`config.mk`:
```
export PLATFORM = sky130hd
export DESIGN_NAME = cpu_bus_stage_flat
export DESIGN_NICKNAME = d
export VERILOG_FILES = /design/src/rtl/cpu_bus_pkg.sv /design/src/rtl/cpu_bus_stage_if.sv /design/src/rtl/cpu_trace_fifo.sv /design/src/rtl/cpu_bus_stage.sv /design/src/flat_wrapper.sv
export SDC_FILE = /design/constraint.sdc
export NUM_CORES = 1
export LEC_CHECK = 0
export ABC_AREA = 1
export ABC_CLOCK_PERIOD_IN_PS = 3100
export CORE_AREA = 3 3 67 69
export DETAILED_ROUTE_END_ITERATION = 10
export DIE_AREA = 0 0 70 72
export GPL_ROUTABILITY_DRIVEN = 0
export HOLD_SLACK_MARGIN = 0.15
export MAX_ROUTING_LAYER = met4
export PLACE_DENSITY_LB_ADDON = 0.08
export SYNTH_ARGS = -nofsm -noshare
export SYNTH_HDL_FRONTEND = slang
export SYNTH_SLANG_ARGS = --single-unit
```
`constraint.sdc`:
```
create_clock -name clk -period 3.1 [get_ports clk]
set_input_delay 0.62 -clock clk [delete_from_list [all_inputs] [get_ports clk]]
set_output_delay 0.62 -clock clk [all_outputs]
set_load 0.01 [all_outputs]
```
`src/rtl/cpu_bus_pkg.sv`:
```
// Shared definitions for the CPU bus stage: FSM encoding, wait counter
// width and the slow-window address match.
package cpu_bus_pkg;

    // RUN: accesses commit on each enable; WAIT: core held for a slow access.
    localparam logic [0:0] ST_RUN  = 1'b0;
    localparam logic [0:0] ST_WAIT = 1'b1;

    // Wait-state counter width; SLOW_WAIT must fit in it.
    localparam int WAIT_CW = 4;

    // True when every address bit selected by mask equals the base bit.
    // Operands are zero-extended to 32 bits, so addresses up to 32 bits compare in full.
    function automatic logic slow_match(input logic [31:0] ab,
                                        input logic [31:0] base,
                                        input logic [31:0] mask);
        return ((ab ^ base) & mask) == 32'd0;
    endfunction

endpackage

```
`src/rtl/cpu_bus_stage_if.sv`:
```
// Core-side and system-bus-side signals of the CPU bus stage.
//
// Handshake: core_rdy is combinational from the stage. An access is taken
// (committed) on a clock edge where enable and core_rdy are both high; the
// core must keep core_ab/core_do/core_we stable until that edge. bus_ready
// low withholds core_rdy. bus_ab/bus_dbo/bus_we change only on a commit.
interface cpu_bus_stage_if #(
    parameter int AW = 16,
    parameter int DW = 8
);
    logic [AW-1:0] core_ab;
    logic [DW-1:0] core_do;
    logic          core_we;
    logic [AW-1:0] core_pc;
    logic          core_rdy;
    logic [AW-1:0] bus_ab;
    logic [DW-1:0] bus_dbo;
    logic          bus_we;
    logic          bus_ready;
    logic          dbg_state;   // current FSM state (0 = RUN, 1 = WAIT)

    // Core and system-bus side: drives the core outputs and bus_ready.
    modport master (
        output core_ab, core_do, core_we, core_pc, bus_ready,
        input  core_rdy, bus_ab, bus_dbo, bus_we, dbg_state
    );

    // The bus stage itself.
    modport slave (
        input  core_ab, core_do, core_we, core_pc, bus_ready,
        output core_rdy, bus_ab, bus_dbo, bus_we, dbg_state
    );
endinterface

```
`src/rtl/cpu_trace_fifo.sv`:
```
// Program-counter trace ring buffer. First-word-fall-through read port
// (rd_data is 0 when empty). A push into a full buffer without a pop drops
// the oldest entry and sets the sticky ovf flag; push+pop when full keeps
// the count and does not flag overflow. Pops on an empty buffer are ignored.
module cpu_trace_fifo #(
    parameter int DEPTH = 16,
    parameter int W     = 16
) (
    input  logic         clk,
    input  logic         rst,
    input  logic         push,
    input  logic [W-1:0] push_data,
    input  logic         pop_req,
    output logic [W-1:0] rd_data,
    output logic         empty,
    output logic         ovf
);
    localparam int PW = $clog2(DEPTH);
    localparam int CW = PW + 1;

    if (DEPTH < 2 || (DEPTH & (DEPTH - 1)) != 0) begin : g_bad_depth
        $error("cpu_trace_fifo: DEPTH must be a power of two >= 2");
    end

    logic [W-1:0]  mem_q [DEPTH];
    logic [PW-1:0] wr_q, wr_d;
    logic [PW-1:0] rd_q, rd_d;
    logic [CW-1:0] cnt_q, cnt_d;
    logic          ovf_q, ovf_d;
    logic          full;
    logic          pop;

    assign full    = (cnt_q == CW'(DEPTH));
    assign empty   = (cnt_q == '0);
    assign pop     = pop_req & ~empty;
    assign rd_data = empty ? '0 : mem_q[rd_q];
    assign ovf     = ovf_q;

    // Pointer, occupancy and overflow bookkeeping; pointers wrap naturally.
    always_comb begin
        wr_d  = wr_q;
        rd_d  = rd_q;
        cnt_d = cnt_q;
        ovf_d = ovf_q;
        if (push) wr_d = wr_q + 1'b1;
        if (pop)  rd_d = rd_q + 1'b1;
        if (push && !pop) begin
            if (full) begin
                rd_d  = rd_q + 1'b1;
                ovf_d = 1'b1;
            end else begin
                cnt_d = cnt_q + 1'b1;
            end
        end else if (pop && !push) begin
            cnt_d = cnt_q - 1'b1;
        end
    end

    // Control state with asynchronous reset.
    always_ff @(posedge clk or posedge rst) begin
        if (rst) begin
            wr_q  <= '0;
            rd_q  <= '0;
            cnt_q <= '0;
            ovf_q <= 1'b0;
        end else begin
            wr_q  <= wr_d;
            rd_q  <= rd_d;
            cnt_q <= cnt_d;
            ovf_q <= ovf_d;
        end
    end

    // Storage needs no reset: entries are only visible once counted.
    always_ff @(posedge clk) begin
        if (push) mem_q[wr_q] <= push_data;
    end

endmodule

```
`src/rtl/cpu_bus_stage.sv`:
```
// Registered bus stage between a 6502-class core and the system bus.
// Registers address/data/write strobe on commit, inserts wait states for a
// slow address window, synchronises IRQ/NMI and, when the CPU_TRACE_EN
// macro is defined, records a program-counter trace (otherwise the trace
// port reads as permanently empty).
module cpu_bus_stage
    import cpu_bus_pkg::*;
#(
    parameter int            AW          = 16,
    parameter int            DW          = 8,
    parameter logic [AW-1:0] SLOW_BASE   = AW'(16'hD000),
    parameter logic [AW-1:0] SLOW_MASK   = AW'(16'hF000),
    parameter int            SLOW_WAIT   = 2,
    parameter int            SYNC_STAGES = 2,
    parameter int            TRACE_DEPTH = 16
) (
    input  logic            clk,
    input  logic            rst,
    input  logic            enable,
    cpu_bus_stage_if.slave  bus,
    input  logic            irq_n,
    input  logic            nmi_n,
    output logic            core_irq,
    output logic            core_nmi,
    input  logic            trace_rd,
    output logic [AW-1:0]   trace_data,
    output logic            trace_empty,
    output logic            trace_ovf
);

    if (SLOW_WAIT < 0 || SLOW_WAIT > 15) begin : g_bad_wait
        $error("cpu_bus_stage: SLOW_WAIT must be in 0..15");
    end
    if (SYNC_STAGES < 2) begin : g_bad_sync
        $error("cpu_bus_stage: SYNC_STAGES must be >= 2");
    end

    localparam logic [WAIT_CW-1:0] WAIT_LOAD = WAIT_CW'(SLOW_WAIT);
    localparam logic               STALL_EN  = (SLOW_WAIT != 0);

    logic [0:0]         state_q, state_d;
    logic [WAIT_CW-1:0] cnt_q, cnt_d;
    logic [AW-1:0]      ab_q, ab_d;
    logic [DW-1:0]      dbo_q, dbo_d;
    logic               we_q, we_d;
    logic               commit;
    logic               slow_hit;

    assign bus.core_rdy  = (state_q == ST_RUN) & bus.bus_ready;
    assign commit        = enable & bus.core_rdy;
    assign slow_hit      = slow_match(32'(bus.core_ab), 32'(SLOW_BASE), 32'(SLOW_MASK));
    assign bus.bus_ab    = ab_q;
    assign bus.bus_dbo   = dbo_q;
    assign bus.bus_we    = we_q;
    assign bus.dbg_state = state_q[0];

    // Next state: capture on commit, enter WAIT for slow addresses, count down wait enables.
    always_comb begin
        state_d = state_q;
        cnt_d   = cnt_q;
        ab_d    = ab_q;
        dbo_d   = dbo_q;
        we_d    = we_q;
        if (commit) begin
            ab_d  = bus.core_ab;
            dbo_d = bus.core_do;
            we_d  = bus.core_we;
            if (slow_hit && STALL_EN) begin
                state_d = ST_WAIT;
                cnt_d   = WAIT_LOAD;
            end
        end else if (enable && state_q == ST_WAIT) begin
            if (cnt_q == WAIT_CW'(1)) begin
                state_d = ST_RUN;
                cnt_d   = '0;
            end else begin
                cnt_d = cnt_q - 1'b1;
            end
        end
    end

    // Bus registers and FSM; reset abandons any access in progress.
    always_ff @(posedge clk or posedge rst) begin
        if (rst) begin
            state_q <= ST_RUN;
            cnt_q   <= '0;
            ab_q    <= '0;
            dbo_q   <= '0;
            we_q    <= 1'b0;
        end else begin
            state_q <= state_d;
            cnt_q   <= cnt_d;
            ab_q    <= ab_d;
            dbo_q   <= dbo_d;
            we_q    <= we_d;
        end
    end

    logic [SYNC_STAGES-1:0] irq_sync_q, irq_sync_d;
    logic [SYNC_STAGES-1:0] nmi_sync_q, nmi_sync_d;

    // Interrupt synchroniser shift: runs every clock, not gated by enable.
    always_comb begin
        irq_sync_d = {irq_sync_q[SYNC_STAGES-2:0], irq_n};
        nmi_sync_d = {nmi_sync_q[SYNC_STAGES-2:0], nmi_n};
    end

    // Synchroniser flops reset to the inactive (high) level.
    always_ff @(posedge clk or posedge rst) begin
        if (rst) begin
            irq_sync_q <= '1;
            nmi_sync_q <= '1;
        end else begin
            irq_sync_q <= irq_sync_d;
            nmi_sync_q <= nmi_sync_d;
        end
    end

    assign core_irq = ~irq_sync_q[SYNC_STAGES-1];
    assign core_nmi = ~nmi_sync_q[SYNC_STAGES-1];

`ifdef CPU_TRACE_EN
    logic [AW-1:0] last_pc_q, last_pc_d;
    logic          trace_push;

    assign trace_push = commit & (bus.core_pc != last_pc_q);

    // Remember the last traced PC so straight repeats are not recorded.
    always_comb begin
        last_pc_d = trace_push ? bus.core_pc : last_pc_q;
    end

    // Last traced PC register.
    always_ff @(posedge clk or posedge rst) begin
        if (rst) last_pc_q <= '0;
        else     last_pc_q <= last_pc_d;
    end

    cpu_trace_fifo #(
        .DEPTH (TRACE_DEPTH),
        .W     (AW)
    ) u_trace_fifo (
        .clk       (clk),
        .rst       (rst),
        .push      (trace_push),
        .push_data (bus.core_pc),
        .pop_req   (enable & trace_rd),
        .rd_data   (trace_data),
        .empty     (trace_empty),
        .ovf       (trace_ovf)
    );
`else
    logic unused_trace;
    assign unused_trace = ^{trace_rd, bus.core_pc};
    assign trace_data   = '0;
    assign trace_empty  = 1'b1;
    assign trace_ovf    = 1'b0;
`endif

endmodule

```
`src/flat_wrapper.sv`:
```
// flat-port wrapper written by rule: the top's interface ports become plain ports
module cpu_bus_stage_flat import cpu_bus_pkg::*;
#(
    parameter int            AW          = 16,
    parameter int            DW          = 8,
    parameter logic [AW-1:0] SLOW_BASE   = AW'(16'hD000),
    parameter logic [AW-1:0] SLOW_MASK   = AW'(16'hF000),
    parameter int            SLOW_WAIT   = 2,
    parameter int            SYNC_STAGES = 2,
    parameter int            TRACE_DEPTH = 16
)
  (clk, rst, enable, irq_n, nmi_n, core_irq, core_nmi, trace_rd, trace_data, trace_empty, trace_ovf, bus_core_ab, bus_core_do, bus_core_we, bus_core_pc, bus_bus_ready, bus_core_rdy, bus_bus_ab, bus_bus_dbo, bus_bus_we, bus_dbg_state);
  cpu_bus_stage_if #(.AW(AW), .DW(DW)) bus_i ();
  input  logic clk;
  input  logic rst;
  input  logic enable;
  input  logic irq_n;
  input  logic nmi_n;
  output logic core_irq;
  output logic core_nmi;
  input  logic trace_rd;
  output logic [AW-1:0] trace_data;
  output logic trace_empty;
  output logic trace_ovf;
  input wire logic [$bits(bus_i.core_ab)-1:0] bus_core_ab;
  input wire logic [$bits(bus_i.core_do)-1:0] bus_core_do;
  input wire logic [$bits(bus_i.core_we)-1:0] bus_core_we;
  input wire logic [$bits(bus_i.core_pc)-1:0] bus_core_pc;
  input wire logic [$bits(bus_i.bus_ready)-1:0] bus_bus_ready;
  output wire logic [$bits(bus_i.core_rdy)-1:0] bus_core_rdy;
  output wire logic [$bits(bus_i.bus_ab)-1:0] bus_bus_ab;
  output wire logic [$bits(bus_i.bus_dbo)-1:0] bus_bus_dbo;
  output wire logic [$bits(bus_i.bus_we)-1:0] bus_bus_we;
  output wire logic [$bits(bus_i.dbg_state)-1:0] bus_dbg_state;
  assign bus_i.core_ab = bus_core_ab;
  assign bus_i.core_do = bus_core_do;
  assign bus_i.core_we = bus_core_we;
  assign bus_i.core_pc = bus_core_pc;
  assign bus_i.bus_ready = bus_bus_ready;
  assign bus_core_rdy = bus_i.core_rdy;
  assign bus_bus_ab = bus_i.bus_ab;
  assign bus_bus_dbo = bus_i.bus_dbo;
  assign bus_bus_we = bus_i.bus_we;
  assign bus_dbg_state = bus_i.dbg_state;
  cpu_bus_stage #(.AW(AW), .DW(DW), .SLOW_BASE(SLOW_BASE), .SLOW_MASK(SLOW_MASK), .SLOW_WAIT(SLOW_WAIT), .SYNC_STAGES(SYNC_STAGES), .TRACE_DEPTH(TRACE_DEPTH)) u_core (.clk(clk), .rst(rst), .enable(enable), .bus(bus_i), .irq_n(irq_n), .nmi_n(nmi_n), .core_irq(core_irq), .core_nmi(core_nmi), .trace_rd(trace_rd), .trace_data(trace_data), .trace_empty(trace_empty), .trace_ovf(trace_ovf));
endmodule
```
## Word-level counts from Yosys, hierarchy flattened

Cells that the tools add are included.

| storage, ports and cells | value |
|---|---|
| word-level logic and storage cells | 30 |
| bits in registers | 34 |
| output and inout port bits | 47 |
| input bits | 48 |

| cells by class | value |
|---|---|
| mux-type cells | 8 |
| add/subtract/negate cells | 1 |
| eq/ne operators | 2 |
| bitwise operators | 6 |
| reductions and logical operators | 6 |

Operator list:

| operator | number |
|---|---|
| $logic_not A32 Y1 | 1 |
| $mux W4 | 4 |
| $eq A4 B1 Y1 const B | 1 |
| $mux W1 | 4 |
| $reduce_bool A2 Y1 | 2 |
| $sub A4 B1 Y4 const B | 1 |
| $not A1 Y1 | 3 |
| $not A3 Y3 | 1 |
| $reduce_and A3 Y1 | 1 |
| $and A1 B1 Y1 | 2 |
| $ne A2 B2 Y1 const B | 1 |
| $reduce_and A2 Y1 | 1 |
| $logic_and A1 B1 Y1 | 1 |

## Depth between registers and ports, before layout

Gate-level depths: netlist (run 1).

| depth | value |
|---|---|
| depth in word-level cells | 5 |
| depth in mapped cells | 7 |
| gate-level depth less buffers | 7 |

## Worst setup path before layout (run 1)

OpenSTA, ideal clock, no wires.

| path | value |
|---|---|
| path kind | input -> output |
| start point | in bus_bus_ready |
| end point | out bus_core_rdy |
| data arrival time | 0.734 ns |
| stages | 2 |
| buffers on the path | 0 |
| required time | 2.480 ns |
| path slack | 1.746 ns |
| path through | nand2_1 -> inv_1 |

| between the ends | value |
|---|---|
| word-level cells in the longest chain between the ends | 1 |

Ends and longest elaborated chain:

| item | RTL line | RTL |
|---|---|---|
| from (decl) | flat_wrapper.sv:29 | `input wire logic [$bits(bus_i.bus_ready)-1:0] bus_bus_ready;` |
| $and A1 B1 Y1 | cpu_bus_stage.sv:49 | `assign bus.core_rdy = (state_q == ST_RUN) & bus.bus_ready;` |
| to (decl) | flat_wrapper.sv:30 | `output wire logic [$bits(bus_i.core_rdy)-1:0] bus_core_rdy;` |

No other way between the ends.

## Worst setup path after layout (run 1)

Ends and elaborated chain as after synthesis.

==> key figures, run 1 <==
Global route
  – M2 GR Usage: between 20% and 30%
  – Initial antenna violation count: 0
  – M1 GR Usage: between 15 and 20%
  – Grt ovf: 0
  – Largest net degree at the start of global routing: 29
  – GR Layer Usage met3: around 3.7%
  – Total track usage: 13.99%
  – Vias in the first global route: about 1200
  – GR peak layer: met2
  – First-pass GRT wire length: about 5400 um

Floorplan
  – Die Y: around 70 um
  – Num ports: between 90 and 100
  – Die area: 0.005040 mm2
  – Core area: approximately 0.004 mm2
  – # rows: 23
  – DIE WIDTH: around 70 um
  – Initial Util: roughly 40%

Logic synthesis
  – Synth area leaders: dfrtp_1, nand2_1, buf_4, dfstp_2, buf_6
  – Synthesized area: between 0.0015 and 0.002 mm2
  – Yosys warnings: 0
  – EDFF count, synth: 0
  – Synthesized area per cell: 8.751 um2
  – Count leader, synth: nand2_1
  – FFs w/ async S/R, synth: 100.0%
  – Sequential area share after synthesis: a little over half
  – Top-area cell type share of the netlist area: between 40% and 50%
  – Post-synthesis sequential element count: 34
  – Cells after synthesis: 179
  – Commonest cells in the netlist: nand2_1, dfrtp_1, buf_4, inv_1, nand3_1
  – Yosys top cell by area: dfrtp_1
  – Ys flop type: dfrtp_1
  – Yosys cell types: 17

Routing
  – Final wirelength: ~3200 um
  – DRT iter0 DRCs: 85
  – Pre-antenna DRT Iters: 4
  – Vias/cell: around 4.1
  – Routed Antenna Nets: 0
  – Vias: 1205
  – Drt wl/cell: roughly 11 um
  – Residual DRC: 0

STA
  – Final hold violation count: 0
  – Setup Viol. Count Final: 0
  – Final slew viol count: 0
  – Final worst path period need: around 2.4 ns
  – Clock skew: around 0.0032 ns
  – Sum Neg Setup Slack: 0 ns
  – Highest clock rate: approximately 0.42 GHz
  – Tightest Pin Transition: roughly 0.77 ns
  – Tcrit/Tclk final: around three quarters
  – RSZ-0062 raised after global routing: no
  – Worst slew margin: 48.86%

Final layout
  – Layout cells sized above 1: about 8%
  – Diode count: 0
  – Final Cell Area: between 0.002 and 0.0025 mm2
  – Nets: between 200 and 300
  – Final core occ: approximately 55%
  – Area growth syn-to-layout: 40.02%

Clock network
  – Htree depth: 2
  – Post-CTS setup buffer count: 0
  – Post-CTS sizing: 0
  – Hold-fix buffers, CTS: 0
  – Clock transition at path regs: 0.06 ns
  – CTS Sinks: 34
  – CTS root buffer: clkbuf_8
  – CTS tree: built
  – CTS Buf Count: 5
  – Clk Latency, worst-skew pair: around 0.28 ns
  – CTS Buffer Depth: 2

Pwr
  – Power per cell area: between 700 and 800 mW/mm2
  – Leakage power: about 1.1 nW
  – Total Power: roughly 1.6 mW
  – Peak supply drop: just over 400 uV

Worst hold path
  – Hold path cells: 0
  – Hold Crit Class: flop to flop

Critical path
  – Crit end category: output port
  – Max stage delay on crit path: about 0.52 ns
  – Crit path DAT: between 1.5 and 2 ns
  – WP depth: 4
  – Critical path buffers and inverters: 3
  – Worst R2R Path Depth: 6
  – Crit path kind: input port to output port
  – Worst Path Required: ~2.5 ns
  – Top Family by Delay on Critical Path: buffers and inverters
  – Worst path most repeated cell: clkdlybuf4s50_1
  – Slowest-stage cell, CP: clkdlybuf4s50_1
  – Cells along the critical path: clkdlybuf4s50_1 > nand2_1 > inv_1 > clkdlybuf4s50_1
  – Startpoint Class: input port
  – Critical Path Fanout Max: 2

Place
  – Post-DP HPWL: 2350 um
  – Port Buffer Count: approximately 60
  – Cell Area, Placed: 0.002103 mm2

Flow run
  – Max Cap Violations: 0

Outcome
  – Status: finished, final reports clean
-- layer usage --
metal | wire length, um | share of wire [%]
met1 | 1408 | 45
met2 | 1502 | 47
met3 | 195 | 6.2
met4 | 57 | 1.8
met5 | 0 | 0
-- registers in the layout, summed over array words and instances (netlist names) --
name / cells
u_core.bus.bus_dbo: 8
u_core.bus.bus_we: 1
u_core.bus.dbg_state: 1
u_core.bus.bus_ab: 16
u_core.cnt_q: 4
u_core.irq_sync_q: 2
u_core.nmi_sync_q: 2
-- area by class of cell --
class,instances,area [um2]
clock buffer,8,90.09
fill,385,1778
inverter,11,41.29
multi-input combinational,127,530.5
sequential,34,855.8
tap,50,62.56
timing repair buffer,62,613.1
-- cell usage in the layout (no fill, tap or decap), drive strengths merged --
cell type	n
buf	3
clkbuf	8
clkdlybuf4s50	59
conb	18
dfrtp	30
dfstp	4
ha	2
inv	11
nand2	94
nand3	7
nand3b	1
nor2	3
o21ai	1
xor2	1
-- worst paths after layout --
check                                        endpoint                 start  slack [ns]
worst max-delay path                     bus_core_rdy         bus_bus_ready        0.75
worst min-delay path             u_core.irq_sync_q[1]  u_core.irq_sync_q[0]        0.35
worst max register to register        u_core.cnt_q[1]  u_core.bus.dbg_state        1.81
worst min register to register   u_core.irq_sync_q[1]  u_core.irq_sync_q[0]        0.35
max in group asynchronous        u_core.bus.bus_ab[5]                   rst        1.72
min in group asynchronous       u_core.bus.bus_dbo[2]                   rst        0.78
-- through the flow --
step / hold slack [ns] / instances / setup slack, ns
floorplan: 0.3452 / 195 / 1.739
finish: 0.3549 / 292 / 0.7454
detailed placement: 0.3476 / 284 / 0.7369
CTS: 0.3567 / 292 / 0.7366
global placement: 0.3455 / 284 / 0.7460
global route: 0.3610 / 292 / 0.6951
-- worst reg2reg max path: cells and delay by family, from the launching register on --
kind / cells / cell delay [ns]
DFF: 1 / 0.41
and+or+nand+nor: 4 / 0.37
buffers and inverters: 2 / 0.41
-- power by group --
group / switching [mW] / internal, mW
logic: 0.286 / 0.333
registers: 0.0805 / 0.586
clock network: 0.145 / 0.181
total: 0.511 / 1.10
-- logic make-up after synthesis --
logic type,share of synthesized area (%)
other cells,0.4794
simple gates,27.08
xor+xnor,0.5592
fa+ha+maj,1.597
flops,54.63
compound gates,0.3192
buf+inv,15.34
Power figures use the tool's default switching activity.
==> inputs of run 2 (changes only) <==
- ABC_CLOCK_PERIOD_IN_PS: 3100 -> 1900
- CORE_AREA: 3 3 67 69 -> 3 3 73 75
- DIE_AREA: 0 0 70 72 -> 0 0 76 78
- clock period: 3.1 -> 1.9 ns (I/O delays scaled with it)
==> run 2 against run 1 <==
  * Critical path depth is 2 lower
  * Design area rose by 2.5%
  * Sequential cell count did not move
  * Clock power increased by 64%
  * Core utilization down 7.7 points
  * Combinational power increased by 66%
  * Sequential power increased by 64%
  * Cell count increased by 7.2%
  * Global-route usage down 0.84 points
  * Largest power group unchanged
==> key figures, run 2 (synthesis gave the netlist of run 1 again) <==
Routing
  – Vias: 1211 (+0.50%)
  – Drt wl/cell: 11.31 um (+4.4%)
  – Residual DRC: 0 (unchanged)
  – Routed Antenna Nets: 0 (unchanged)
  – DRT iter0 DRCs: 56 (-34%)
  – Vias/cell: 3.869 (-6.2%)
  – Pre-antenna DRT Iters: 4 (unchanged)
  – Final wirelength: 3541 um (+12%)

Clock network
  – CTS Buf Count: 5 (unchanged)
  – Post-CTS setup buffer count: 0 (unchanged)
  – Clk Latency, worst-skew pair: 0.28 ns (about the same)
  – Clock transition at path regs: 0.07 ns (about the same)
  – CTS root buffer: clkbuf_8
  – CTS tree: built
  – Post-CTS sizing: 0 (unchanged)
  – Htree depth: 2 (unchanged)
  – CTS Sinks: 34 (unchanged)
  – Hold-fix buffers, CTS: 0 (unchanged)
  – CTS Buffer Depth: 2 (unchanged)

Final layout
  – Number of flip-flops in the largest register: 16 (unchanged)
  – Area growth syn-to-layout: 43.45%
  – Most common cell after layout, fill and taps aside: nand2_1
  – Reg area: 855.8 um2 (unchanged)
  – Diode count: 0 (unchanged)
  – Most frequent cells in the layout: nand2_1, clkdlybuf4s50_1, dfrtp_1
  – Nets: 295 (+1.4%)
  – Multi-input logic area: 530.5 um2 (unchanged)
  – Layout fillers: 495 (+29%)
  – Layout cells sized above 1: 9.350% (+1.5 points)

Critical path
  – Crit path kind: flop to output port
  – Worst Path Required: 1.52 ns (-0.96 ns)
  – Crit end category: output port
  – Startpoint Class: flop
  – Crit path DAT: 1.28 ns (-0.45 ns)
  – Critical Path Fanout Max: 1 (-1)

Pwr
  – Leakage power: 1.175 nW (+2.7%)
  – Total Power: 2.653 mW (+65%)
  – Comb pwr share: 38.8% (+0.4 points)
  – NetSw: 0.8475 mW (+66%)
  – Sw Share: 31.95% (+0.21 points)
  – Internal: 1.805 mW (+64%)
  – Peak supply drop: 454.8 uV (+11%)
  – Clk pwr share: 20.1% (about the same)
  – Part of the power in registers: 41.1% (-0.3 points)
  – Power per cell area: 1180 mW/mm2 (+61%)

STA
  – Setup Viol. Count Final: 0 (unchanged)
  – Clock skew: 0.003333 ns (+0.0001635 ns)
  – Highest clock rate: between 0.6 and 0.7 GHz
  – Tcrit/Tclk final: 87.32%
  – Final worst path period need: roughly 1.7 ns
  – Final slew viol count: 0 (unchanged)
  – Final hold violation count: 0 (unchanged)
  – Sum Neg Setup Slack: 0 ns (unchanged)
  – RSZ-0062 raised after global routing: no

Global route
  – Total track usage: 13.16% (-0.84 points)
  – First-pass GRT wire length: 5899 um (+9.6%)
  – Largest net degree at the start of global routing: 17 (-41%)
  – Vias in the first global route: 1122 (-5.6%)
  – Grt ovf: 0 (unchanged)
  – Initial antenna violation count: 0 (unchanged)

Floorplan
  – Die area: 0.005928 mm2 (+18%)
  – Initial Util: 33.17% (-6.3 points)
  – Die Y: 78 um (+8.3%)
  – Core area: 0.004723 mm2 (+19%)
  – Num ports: 95 (unchanged)
  – # rows: 25 (+8.7%)
  – DIE WIDTH: 76 um (+8.6%)

Place
  – Post-DP HPWL: 2751 um (+17%)
  – Port Buffer Count: 59 (unchanged)

Worst hold path
  – Hold Crit Class: input port to asynchronous set/reset pin

Flow run
  – Max Cap Violations: 0 (unchanged)

Outcome
  – Status: finished, final reports clean
run 2: cell types whose count changed in the layout (fill, tap and decap cells not counted), sizes merged:
cell           before  now
buf                 3    7
clkdlybuf4s50      59   58
dlymetal6s2s        0    1
run 2: cell type report:
class	instances	share of cell area [%]
multi-input cells	127	23.61
well taps	67	3.731
inverters	11	1.837
repair buffers	66	28.73
clock buffers	8	4.009
flip-flops and latches	34	38.08
run 2: path summary, 6_finish.rpt:
path / from / to / slack (ns) / cells past startpoint
max: u_core.irq_sync_q[1] / core_irq / 0.24 / 2
min: rst / u_core.bus.bus_ab[11] / 0.35 / 2
max reg2reg: u_core.bus.dbg_state / u_core.bus.bus_ab[7] / 0.75 / 6
min reg2reg: u_core.nmi_sync_q[0] / u_core.nmi_sync_q[1] / 0.36 / 0
max in group asynchronous: rst / u_core.nmi_sync_q[1] / 1.00 / 3
min in group clk: u_core.nmi_sync_q[0] / u_core.nmi_sync_q[1] / 0.36 / 0
run 2: metrics by stage:
step / instances / setup slack (ns) / util [%] / hold WS (ns) / area (um2)
detailed placement: 305 / 0.03343 / 45.62 / 0.3473 / 2155
floorplan: 195 / 0.7791 / - / 0.3452 / 1627
CTS: 313 / 0.02759 / 47.52 / 0.3494 / 2245
global placement: 305 / 0.04950 / 45.62 / 0.3471 / 2155
finish: 313 / 0.2409 / 47.58 / 0.3454 / 2247
global route: 313 / 0.1898 / 47.58 / 0.3634 / 2247
run 2: power by group through the flow:
stage	registers, mW	clock network (mW)	logic (mW)
2_1_floorplan	1.18	0	0.452
3_3_place_gp	1.10	0	1.04
3_5_place_dp	1.10	0	1.05
4_1_cts	1.09	0.566	1.05
5_1_grt	1.12	0.607	1.14
6_report	1.09	0.534	1.03
run 2: layer usage:
layer,part of all wire (%),up-vias,track usage (%)
met5,0,-,-
met4,1.4,0,4.348
met3,6.1,5,4.176
met2,46,44,20.04
met1,46,536,16.69
li1,-,626,-
run 2: worst max-delay path, cell delays in order (launching register included):
cell	delay [ns]
dfstp_2	0.51
inv_1	0.03
clkdlybuf4s50_1	0.46
